**config.mk**
```make
export PLATFORM = sky130hd
export DESIGN_NAME = otf_qconv
export DESIGN_NICKNAME = d
export VERILOG_FILES = /design/src/rtl/otf_qconv.sv
export SDC_FILE = /design/constraint.sdc
export NUM_CORES = 1
export LEC_CHECK = 0
export CORE_UTILIZATION = 52
export DETAILED_ROUTE_END_ITERATION = 10
export PLACE_DENSITY = 0.78
export REMOVE_ABC_BUFFERS = 1
export SETUP_SLACK_MARGIN = 0.5
export SYNTH_ARGS = -nofsm -noshare
export SYNTH_HDL_FRONTEND = slang
export SYNTH_SLANG_ARGS = --single-unit
```
**constraint.sdc**
```tcl
create_clock -name clk -period 1.5 [get_ports clk]
set_input_delay 0.15 -clock clk [delete_from_list [all_inputs] [get_ports clk]]
set_output_delay 0.15 -clock clk [all_outputs]
set_load 0.1 [all_outputs]
```
**src/rtl/otf_qconv.sv**
```systemverilog
// On-the-fly quotient converter for a radix-4 SRT divider: folds one one-hot digit
// (-3..+3) per cycle into the Q/QM pair, then picks Q or QM from the final remainder sign.
module otf_qconv #(
  parameter int unsigned NDIG = 14
) (
  input  logic                 clk,
  input  logic                 n_rst,
  input  logic                 start,
  input  logic                 dig_vld,
  input  logic                 mul_n3,
  input  logic                 mul_n2,
  input  logic                 mul_n1,
  input  logic                 mul_0,
  input  logic                 mul_1,
  input  logic                 mul_2,
  input  logic                 mul_3,
  input  logic                 rem_vld,
  input  logic                 rem_neg,
  output logic [2*NDIG-1:0]    quo,
  output logic                 busy,
  output logic                 done,
  output logic                 err
);

  localparam int unsigned QW   = 2 * NDIG;
  localparam int unsigned CntW = $clog2(NDIG + 1);

  localparam logic [1:0] StIdle = 2'd0;
  localparam logic [1:0] StConv = 2'd1;
  localparam logic [1:0] StFin  = 2'd2;

  logic [1:0]      state_q, state_d;
  logic [QW-1:0]   q_q, q_d;
  logic [QW-1:0]   qm_q, qm_d;
  logic [CntW-1:0] cnt_q, cnt_d;
  logic [QW-1:0]   quo_q, quo_d;
  logic            done_q, done_d;
  logic            err_q, err_d;

  logic [6:0]      mul_v;
  logic            dig_ok, dig_pos, dig_neg;
  logic [1:0]      q_app, qm_app;
  logic [QW-1:0]   q_base, qm_base;

  assign mul_v   = {mul_3, mul_2, mul_1, mul_0, mul_n1, mul_n2, mul_n3};
  assign dig_ok  = (mul_v != 7'd0) && ((mul_v & (mul_v - 7'd1)) == 7'd0);
  assign dig_pos = dig_ok && (mul_1 || mul_2 || mul_3);
  assign dig_neg = dig_ok && (mul_n1 || mul_n2 || mul_n3);

  // Appended pair is q (mod 4) for Q; QM always takes that value minus one (mod 4).
  always_comb begin
    q_app = 2'd0;
    if (dig_pos) begin
      q_app = mul_3 ? 2'd3 : (mul_2 ? 2'd2 : 2'd1);
    end else if (dig_neg) begin
      q_app = mul_n1 ? 2'd3 : (mul_n2 ? 2'd2 : 2'd1);
    end
    qm_app  = q_app - 2'd1;
    q_base  = dig_neg ? qm_q : q_q;
    qm_base = dig_pos ? q_q : qm_q;
  end

  always_comb begin
    state_d = state_q;
    q_d     = q_q;
    qm_d    = qm_q;
    cnt_d   = cnt_q;
    quo_d   = quo_q;
    err_d   = err_q;
    done_d  = 1'b0;
    if (start) begin
      state_d = StConv;
      q_d     = '0;
      qm_d    = '1;
      cnt_d   = '0;
      err_d   = 1'b0;
    end else begin
      case (state_q)
        StConv: begin
          if (dig_vld) begin
            q_d   = {q_base[QW-3:0], q_app};
            qm_d  = {qm_base[QW-3:0], qm_app};
            cnt_d = cnt_q + CntW'(1);
            if (!dig_ok) err_d = 1'b1;
            if (cnt_q == CntW'(NDIG - 1)) state_d = StFin;
          end
        end
        StFin: begin
          if (rem_vld) begin
            quo_d   = rem_neg ? qm_q : q_q;
            done_d  = 1'b1;
            state_d = StIdle;
          end
        end
        StIdle:  state_d = StIdle;
        default: state_d = StIdle;
      endcase
    end
  end

  always_ff @(posedge clk or negedge n_rst) begin
    if (!n_rst) begin
      state_q <= StIdle;
      q_q     <= '0;
      qm_q    <= '0;
      cnt_q   <= '0;
      quo_q   <= '0;
      done_q  <= 1'b0;
      err_q   <= 1'b0;
    end else begin
      state_q <= state_d;
      q_q     <= q_d;
      qm_q    <= qm_d;
      cnt_q   <= cnt_d;
      quo_q   <= quo_d;
      done_q  <= done_d;
      err_q   <= err_d;
    end
  end

  assign quo  = quo_q;
  assign busy = (state_q != StIdle);
  assign done = done_q;
  assign err  = err_q;

endmodule

```
After elaboration in Yosys (flattened, before gate mapping)

Cells that the tools add are included.

Equality and inequality tests: 7
Shift-type cells: 0
Divide/modulo/power cells: 0
$add $sub $neg: 3
Order comparisons: 0
Bitwise logic cells: 2
Multiply operators: 0
Reductions and logical operators: 16
Mux-type cells: 30

Operators with widths:

| cell                                                 | number |
|---|---|
| 2-to-1 mux 28 bit                                    | 7 |
| 2-to-1 mux 26 bit                                    | 2 |
| 2-to-1 mux 2 bit                                     | 10 |
| 2-to-1 mux 4 bit                                     | 3 |
| inequality test 3 bit (second input constant)        | 3 |
| AND reduction 3 bit                                  | 3 |
| bitwise AND 7 bit                                    | 1 |
| logical NOT 7 bit                                    | 1 |
| 2-to-1 mux 1 bit                                     | 7 |
| nonzero test 7 bit                                   | 1 |
| subtractor 7 x 1 -> 7 bit (second input constant)    | 1 |
| nonzero test 2 bit                                   | 3 |
| adder 4 x 1 -> 4 bit (second input constant)         | 1 |
| equality test 4 bit (second input constant)          | 1 |
| logical OR 1 bit                                     | 4 |
| case mux 2 bit (2 select lines)                      | 1 |
| logical AND 1 bit                                    | 3 |
| equality test 2 x 1 -> 1 bit (second input constant) | 1 |
| equality test 2 bit (second input constant)          | 1 |
| inequality test 2 bit (second input constant)        | 1 |
| AND reduction 2 bit                                  | 1 |
| subtractor 2 x 1 -> 2 bit (second input constant)    | 1 |
| inverter 1 bit                                       | 1 |

Logic and storage cells: 65
Input port bits: 13
Latch bits: 0
ROM bits: 0
Register bits: 92
Memories: 0
Memory bits (writable): 0
Output and inout port bits: 31

Longest topological paths before layout

Depth after elaboration: 11
Depth in mapped cells: 8
Gate-level depth less buffers: 6

Worst setup path before layout

OpenSTA, ideal clock, no wires.

Path kind: flip-flop to flip-flop
Start: reg state_q[0]
End: reg qm_q[24]
Period minus slack after synthesis: 1.572 ns
Arrival time: 1.468 ns
Data required time: 1.396 ns
Path buffers: 2
Cell stages (with the launch flop): 7
Slack: -0.072 ns
Setup time: 0.104 ns
Cell sequence: dfrtp_1 nor2b_1 nand2_1 clkbuf_1 clkbuf_1 nor3_1 a221oi_1

Longest elaborated chain between the ends: 3

RTL lines:

| element                       | line | source |
|---|---|---|
| start: declaration            | 32   | `logic [1:0] state_q, state_d;` |
| start signal: assignment      | 103  | `state_q <= StIdle;` |
| start signal: assignment      | 111  | `state_q <= state_d;` |
| equality test 2 x 1 -> 1 bit  | 78   | `case (state_q)` |
| nonzero test 2 bit (no line)  | --   |  |
| AND reduction 2 bit (no line) | --   |  |
| end signal: assignment        | 113  | `qm_q <= qm_d;` |
| end: declaration              | 34   | `logic [QW-1:0] qm_q, qm_d;` |

No other way between the ends.
A chain may end at the register's enable or synchronous reset.

Final worst setup path

Start: reg state_q[1]
End: reg q_q[19]

Longest elaborated chain between the ends: 3

RTL lines:

| element                       | line | source |
|---|---|---|
| equality test 2 x 1 -> 1 bit  | 78   |  |
| nonzero test 2 bit (no line)  | --   |  |
| AND reduction 2 bit (no line) | --   |  |
| end signal: assignment        | 112  | `q_q <= q_d;` |
| end: declaration              | 33   | `logic [QW-1:0] q_q, q_d;` |

No other way between the ends.

==> impl_metrics.py <==
metrics = {
    "run_status": {
        "status": "complete, but fails checks",
        "violations": "negative setup slack",
    },
    "critical_path": {
        "cp-start-kind": "flip-flop",
        "cp.arrival_ns": 1.88,
        "worst_path_max_delay_cell": "dfrtp_1",
        "crit_fanout": 14,
        "crit_type": "flip-flop to flip-flop",
        "crit_path_end_kind": "flip-flop",
        "critical-path-max-stage-delay_ns": 0.43,
        "path_cells": "nor2b_2 -> and2_4 -> buf_12 -> nor2_1 -> a311oi_1",
        "required_ns": 1.75,
    },
    "route": {
        "num_vias": 4710,
        "drcViolationCount": 0,
        "drtAntennaViolNets": 0,
        "avgRoutedWirePerCell_um": 23.46,
        "firstDrtPassIters": 5,
        "viasPerCell": 6.916,
        "detail_route.iter0.violations": 525,
        "wl_mm": 15.98,
    },
    "synthesis": {
        "synth_edf_count": 0,
        "syn_inst": 497,
        "synth.top_cells.by_count": "dfrtp_1, nor2_1, nand2_1",
        "yosys_warnings": 0,
        "syn_area_um2": 4586,
        "synth_area_per_cell_um2": 9.227,
        "synth_top_area_cell": "dfrtp_1",
        "synth.area.top_cells": "dfrtp_1, mux2i_1, nor2_1, nor3_1, a311oi_1",
        "synth-main-ff-cell": "dfrtp_1",
        "async_reset_ff_share_pct": 100.0,
        "synth_seq_cells": 92,
        "yosysMostFrequentCell": "dfrtp_1",
        "seq_area_frac_synth_pct": 50.20,
        "synth_top_area_share_pct": 50.20,
        "ys_types": 37,
    },
    "floorplanning": {
        "ios": 44,
        "die_area_um2": 9198,
        "die_width_um": 95.91,
        "die_height_um": 95.91,
        "start_util_pct": 54.71,
        "core_area_um2": 8382,
        "rows": 33,
    },
    "placed_design": {
        "placed_cells": 634,
        "portBuffers": 43,
        "hpwl_mm": 6.628,
        "place_congestion": 0.8724,
        "dp_slack_ns": -0.5677,
        "place_area_um2": 5664,
    },
    "finish": {
        "final_area_um2": 6879,
        "area_growth_pct": 50.01,
        "regArea_um2": 2310,
        "fin_nets": 586,
        "fillers": 432,
        "multi_input_area_um2": 2596,
        "layout-drive-gt1-share_pct": 38.89,
        "antennaDiodeCount": 0,
        "fin_cells": 681,
    },
    "clock_tree": {
        "clk_root_buffer_cell": "clkbuf_8",
        "clock_sinks": 92,
        "cts_buffers": 9,
        "cts_tree": "done",
        "cts_buffer_depth": 2,
        "clkLatencyLatePin_ns": 0.37,
        "path_clk_slew_ns": 0.10,
        "ctsHtreeMaxLevel": 3,
    },
    "timing": {
        "skew_ns": 0.01357,
        "setup_slack_ns": -0.1323,
        "setup_viol": 46,
        "slew_headroom_pct": 64.65,
        "final-max-slew-violation-count": 0,
        "worst_pin_slew_ns": 0.5302,
        "max_freq_mhz": 612.6,
        "rsz0062_at_grt": "true",
        "finalCritPeriodShare_pct": 108.8,
        "hold_violations": 0,
        "finalCriticalPeriod_ns": 1.632,
        "finalSetupTns_ns": -1.564,
    },
    "power_and_ir_drop": {
        "power-per-cell-area_nw_per_um2": 766.3,
        "vdd_drop_max_mv": 0.4768,
        "leakage_uw": 0.002689,
        "power_uw": 5272,
    },
    "global_routing": {
        "grt_max_degree": 58,
        "grt_usage_pct": 29.84,
        "grt_pass1_vias": 4164,
        "grt-ovfl-total": 0,
        "antenna_found_initial": 0,
        "grt_pass1_wl_mm": 20.82,
    },
    "run": {
        "cap_violations": 0,
    },
    "hold_path": {
        "holdCritPathClass": "primary input to flip-flop",
    },
}
final cells by class:
type | count | area share (%)
multi-input cells | 353 | 37.74
flip-flops and latches | 92 | 33.58
repair buffers | 112 | 23.35
well taps | 105 | 1.910
clock buffers | 9 | 1.801
clock inverters | 7 | 1.455
inverters | 3 | 0.1637
worst max-delay path, delay by kind of cell, from the launching register on:
family	cells	cell delay [ns]
flops	1	0.43
compound gates	1	0.35
buf+inv	1	0.18
simple gates	3	0.54
power by group:
group / internal [µW] / switching [µW]
Clock: 951 / 962
Combinational: 282 / 442
Sequential: 2540 / 94.1
Total: 3770 / 1500
cell families (layout without fill, tap and decap cells):
group	after synthesis	after routing	share of synthesized area, %
AOI/OAI and AO/OA	102	102	15.85
xor gates and xnor gates	5	5	0.9552
adders and majority gates	2	2	0.5456
buffers and inverters	52	131	4.829
DFF	92	92	50.20
muxes	28	28	6.112
and+or+nand+nor	216	216	21.50
flip-flops by register name (all words and copies together) (netlist names):
name and cells:
err 1, state_q 2, done 1, q_q 28
qm_q 28, quo 28, cnt_q 4
cells in the final DEF (no fill, tap or decap), drive strengths merged, types with 3 or more instances in the layout:
cell type and count:
clkinv 4, nand2 62, dfrtp 92, a21oi 34, buf 96, nor3 49
nor2 67, o21ai 3, a211oi 25, a311oi 28, mux2i 28, nor4 27
inv 4, xor2 3, clkbuf 20
per-stage QoR:
step           utilization [%]  hold WS [ns]
6_report                 82.07       0.05814
5_1_grt                  82.07       0.05625
4_1_cts                  75.71       0.04864
3_5_place_dp             67.58        0.1528
3_3_place_gp             67.58        0.1436
2_1_floorplan                -       -0.1456
final timing paths:
check | startpoint | to | slack (ns) | depth (start not counted)
setup reg to reg | state_q[1] | q_q[19] | -0.13 | 5
hold reg to reg | cnt_q[3] | cnt_q[3] | 0.56 | 2
setup / recovery | state_q[1] | q_q[19] | -0.13 | 5
min in group asynchronous | n_rst | qm_q[24] | 0.24 | 2
max in group asynchronous | n_rst | quo[15] | 0.68 | 3
hold / removal | start | cnt_q[0] | 0.06 | 2
timing repair:
| action | CTS | global route |
|---|---|---|
| buffers inserted | 9 | 7 |
| pin swaps | 10 | 16 |
| hold buffers | 1 | 0 |
| resized for setup | 58 | 97 |
| gates cloned | 8 | 6 |
| endpoints found under the hold margin | 35 | 0 |
| endpoints found under the setup margin | 123 | 146 |
metal layers:
layer / vias to the layer above / routed length, µm / GRT usage, %
met3: 101 / 1368 / 5.371
met5: - / 0 / 0
met4: 0 / 959 / 10.32
met2: 345 / 7831 / 49.76
li1: 1952 / - / -
met1: 2312 / 5817 / 39.25
(Power assumes the default switching activity.)
